$ cat config.mk
export PLATFORM = sky130hd
export DESIGN_NAME = store_buffer
export DESIGN_NICKNAME = d
export VERILOG_FILES = /design/src/rtl/store_buffer.sv
export SDC_FILE = /design/constraint.sdc
export NUM_CORES = 1
export LEC_CHECK = 0
export CAP_MARGIN = 20
export CORE_MARGIN = 2
export CORE_UTILIZATION = 45
export DETAILED_ROUTE_END_ITERATION = 7
export SYNTH_ARGS = -nofsm -noshare
export SYNTH_HDL_FRONTEND = slang
export SYNTH_SLANG_ARGS = --single-unit
$ cat constraint.sdc
create_clock -name clk -period 14.21 [get_ports clk]
set_input_delay 1.421 -clock clk [delete_from_list [all_inputs] [get_ports clk]]
set_output_delay 1.421 -clock clk [all_outputs]
set_load 0.005 [all_outputs]
$ cat src/rtl/store_buffer.sv
// Committed-store FIFO between the memory stage and the data memory write port.
// Drains the oldest entry over valid/ready and forwards youngest-matching data to loads.
module store_buffer #(
  parameter int DEPTH = 4,
  parameter int PTR_W = $clog2(DEPTH)
) (
  input  logic        clk,
  input  logic        rst,
  input  logic        capture_store,
  input  logic [31:0] store_addr_in,
  input  logic [31:0] store_data_in,
  input  logic [3:0]  store_byte_en_in,
  output logic        buffer_full,
  output logic        buffer_empty,
  input  logic        load_request,
  input  logic [31:0] load_addr,
  input  logic [2:0]  load_type,
  output logic        buffer_forward_valid,
  output logic [31:0] buffer_forward_data,
  output logic        forward_stall,
  output logic        mem_write_valid,
  input  logic        mem_write_ready,
  output logic [31:0] mem_write_addr,
  output logic [31:0] mem_write_data,
  output logic [3:0]  mem_write_strb
);
  typedef struct packed {
    logic [31:0] addr;
    logic [31:0] data;
    logic [3:0]  be;
  } entry_t;

  localparam logic [PTR_W:0] FULL_CNT = (PTR_W+1)'(DEPTH);

  entry_t             ent [DEPTH];
  logic [DEPTH-1:0]   vld;
  logic [PTR_W-1:0]   head, tail;
  logic [PTR_W:0]     count;
  logic               push, pop;
  entry_t             hd;

  function automatic logic [2:0] be_size(input logic [3:0] be);
    return be[3] ? 3'd4 : (be[1] ? 3'd2 : 3'd1);
  endfunction

  assign buffer_full     = (count == FULL_CNT);
  assign buffer_empty    = (count == '0);
  assign mem_write_valid = !buffer_empty;
  assign pop  = mem_write_valid && mem_write_ready;
  assign push = capture_store && (|store_byte_en_in) && (!buffer_full || pop);

  always_ff @(posedge clk or negedge rst) begin
    if (!rst) begin
      head  <= '0;
      tail  <= '0;
      count <= '0;
      vld   <= '0;
      for (int i = 0; i < DEPTH; i++) ent[i] <= '0;
    end else begin
      // Clear before set: when full and popping, head == tail and the new entry must win.
      if (pop) begin
        vld[head] <= 1'b0;
        head      <= head + 1'b1;
      end
      if (push) begin
        ent[tail] <= '{addr: store_addr_in, data: store_data_in, be: store_byte_en_in};
        vld[tail] <= 1'b1;
        tail      <= tail + 1'b1;
      end
      case ({push, pop})
        2'b10:   count <= count + 1'b1;
        2'b01:   count <= count - 1'b1;
        default: count <= count;
      endcase
    end
  end

  assign hd             = ent[head];
  assign mem_write_addr = buffer_empty ? 32'h0 : {hd.addr[31:2], 2'b00};
  assign mem_write_data = buffer_empty ? 32'h0 : hd.data << {hd.addr[1:0], 3'b000};
  assign mem_write_strb = buffer_empty ? 4'h0  : hd.be << hd.addr[1:0];

  logic             ld_en, hit, exact;
  logic [2:0]       lsize;
  logic [PTR_W-1:0] sel;
  logic [31:0]      fd;

  always_comb begin
    ld_en = load_request && (load_type inside {3'b000, 3'b001, 3'b010, 3'b100, 3'b101});
    case (load_type[1:0])
      2'b00:   lsize = 3'd1;
      2'b01:   lsize = 3'd2;
      default: lsize = 3'd4;
    endcase
    hit = 1'b0;
    sel = '0;
    // Walk oldest to youngest so the last intersecting entry is the youngest.
    for (int i = 0; i < DEPTH; i++) begin
      logic [PTR_W-1:0] idx;
      logic [32:0]      ea, la;
      idx = head + PTR_W'(i);
      ea  = {1'b0, ent[idx].addr};
      la  = {1'b0, load_addr};
      if (vld[idx] && (ea < la + 33'(lsize)) && (la < ea + 33'(be_size(ent[idx].be)))) begin
        hit = 1'b1;
        sel = idx;
      end
    end
    exact = (ent[sel].addr == load_addr) && (be_size(ent[sel].be) >= lsize);
    fd    = ent[sel].data;
    case (load_type)
      3'b000:  fd = {{24{fd[7]}}, fd[7:0]};
      3'b001:  fd = {{16{fd[15]}}, fd[15:0]};
      3'b100:  fd = {24'h0, fd[7:0]};
      3'b101:  fd = {16'h0, fd[15:0]};
      default: fd = fd;
    endcase
    buffer_forward_valid = ld_en && hit && exact;
    forward_stall        = ld_en && hit && !exact;
    buffer_forward_data  = buffer_forward_valid ? fd : 32'h0;
  end
endmodule
==> results.md <==
* Post-route ant nets at 0
* Post-Syn Area per Cell at 10.0 sq um
* Fin crit share at 0.951
* Pin count of the biggest net entering global routing at 136
* Critical path buffers and inverters at 6
* Crit path max-delay cell type: dfrtp_4
* CP max stage delay at 0.77 ns
* Final wirelength at 115000 microns
* Post-synth EDFFs at 0
* Skew-Pair Late Insertion Delay at 0.57 ns
* Required time worst endpoint at 12.79 ns
* Relative slew slack at 0.299
* Clk Tree Root Cell: clkbuf_16
* Hpwl dp at 85300 microns
* Least-Margin Pin Slew at 1.05 ns
* Iter 0 DRT Violations at 2876
* Routability cong. at 1.00
* Initial antenna violation count at 1
* Leading register cell type out of synthesis: dfrtp_1
* CP Class: reg -> out
* Row Count at 94
* Post-CTS repair timing setup buffer count at 0
* Number of port buffers at 210
* CP Capture Type: primary output
* Arrival @ worst endpoint at 12.09 ns
* Drt wl/cell at 28.8 microns
* RSZ-0062 raised after global routing: no
* CTS Buf Count at 36
* Synth Cell Area at 29900 sq um
* Depth of the CTS H-tree at 2
* CTS tree: built
* Io pins at 213
* Global-route wire length before repair at 171000 microns
* Area of the die at 68600 sq um
* Outcome: finished clean
* Max Freq at 74.0 MHz
* Yosys reg bits at 283
* Seq/Total Area, Yosys at 0.237
* Sink Count at 283
* Total global-route track usage at 0.332
* Final core occ at 0.514
* CP delay by family, top: compound AO/OA/AOI/OAI gates
* Max_cap viols at 0
* Synth Warn # at 0
* Die Span X at 262 microns
* NumNets Final at 3488
* Setup TNS at 0 ns
* Ys async rst share at 1.00
* Hold Crit Class: reg -> reg
* Die Y at 262 microns
* Vias in the first global route at 26200
* Layout cells sized above 1 at 0.210
* Most frequent cells in the layout: dfrtp_1, nand2_1, ha_1
* Syn Inst Count at 2983
* Max clock buf depth at 3
* Post-CTS resize count at 0
* Max FO, Critical Path at 34
* Vias at 26800
* Worst clock skew at 0.0215 ns
* Final setup violation count at 0
* Post-synthesis cell type count at 109
* Via density per instance at 6.70
* Hold Vio Cnt, Final at 0
* Startpoint Class: flop
* Hold-fix buffers at CTS at 0
* Layout fillers at 5899
* Final slew viol count at 0
* DR DRC count at 0
* Most common cell after layout, fill and taps aside: dfrtp_1
* Grt ovf at 0
* Core area at 65900 sq um
* 1st-pass router iterations at 6
* Final min period at 13.51 ns
* Starting Density at 0.455
* Syn-to-layout area delta at 13.0%
* Clk pin slew, worst setup/hold paths at 0.06 ns
[worst reg2reg max path: stages (launching register included)]
cell	delay, ns
dfrtp_1	0.39
or3_1	0.12
buf_4	0.36
inv_2	0.08
buf_4	0.30
nor2_1	0.81
ha_1	0.33
inv_1	0.06
fa_1	0.37
xor2_1	0.15
nor2_1	0.11
xor2_1	0.16
[metal layers]
| layer | GRT usage | wire length (microns) |
|---|---|---|
| met5 | 0.00764 | 71 |
| met4 | 0.122 | 4740 |
| met3 | 0.0590 | 9860 |
| met2 | 0.535 | 52900 |
| met1 | 0.448 | 47500 |
[kinds of logic after synthesis]
family          synth area share
flops                      0.237
mux                        0.257
simple gates               0.165
xor+xnor                  0.0518
fa+ha+maj                  0.117
buf+inv                   0.0474
compound gates             0.125
other cells             0.000125
[sequential cells by signal (all words and copies together), names as in the netlist]
register  flops
count         3
ent         272
head          2
tail          2
vld           4
[worst paths after layout]
check | startpoint | endpoint | slack (ns) | depth (start not counted)
setup reg to reg | count[0] | count[2] | 10.90 | 11
setup / recovery | head[0] | buffer_forward_data[0] | 0.70 | 36
hold / removal | count[2] | count[2] | 0.48 | 1
hold reg to reg | count[2] | count[2] | 0.48 | 1
max in group asynchronous | rst | head[1] | 11.24 | 3
min in group asynchronous | rst | ent[150] | 0.86 | 1
[cell usage after synthesis (26+ instances only)]
library cell	instances	area share
dfrtp_1	283	0.24
nand2_1	277	0.035
ha_1	271	0.11
mux2_2	269	0.10
mux4_2	165	0.12
nor2_1	142	0.018
nand3_1	126	0.021
a21oi_1	117	0.020
xnor2_1	101	0.030
clkbuf_1	96	0.012
nor3_1	81	0.014
xor2_1	76	0.022
o21ai_0	73	0.012
nand4_1	65	0.014
inv_1	60	0.0075
mux2i_1	59	0.020
and2_1	57	0.012
a211oi_1	46	0.012
a31oi_1	46	0.0096
a21o_1	33	0.0083
and3_1	33	0.0069
or3_1	28	0.0058
nor4_1	27	0.0056
nor2b_1	26	0.0054
[layout make-up]
| class | instances | area [sq um] | area share |
|---|---|---|---|
| multi-input cells | 2445 | 21500 | 0.636 |
| flip-flops and latches | 283 | 7090 | 0.210 |
| repair buffers | 275 | 2680 | 0.0792 |
| well taps | 864 | 1080 | 0.0320 |
| clock buffers | 50 | 1030 | 0.0306 |
| inverters | 63 | 236 | 0.00699 |
| clock inverters | 15 | 199 | 0.00588 |
| diodes | 1 | 2.50 | 0.0000740 |
[stage by stage]
stage / cell area, sq um / worst slack [ns] / hold WS, ns / std cells
floorplan: 29900 / 1.28 / 0.448 / 2984
global placement: 32600 / 0.831 / 0.462 / 3927
detailed placement: 32600 / 1.09 / 0.474 / 3928
CTS: 33800 / 0.407 / 0.486 / 3993
global route: 33800 / 0.183 / 0.517 / 3995
finish: 33800 / 0.701 / 0.483 / 3996
Power is left out: the tool's default activity adds up to more than one toggle a clock period on the data nets, which glitch-free logic cannot reach.
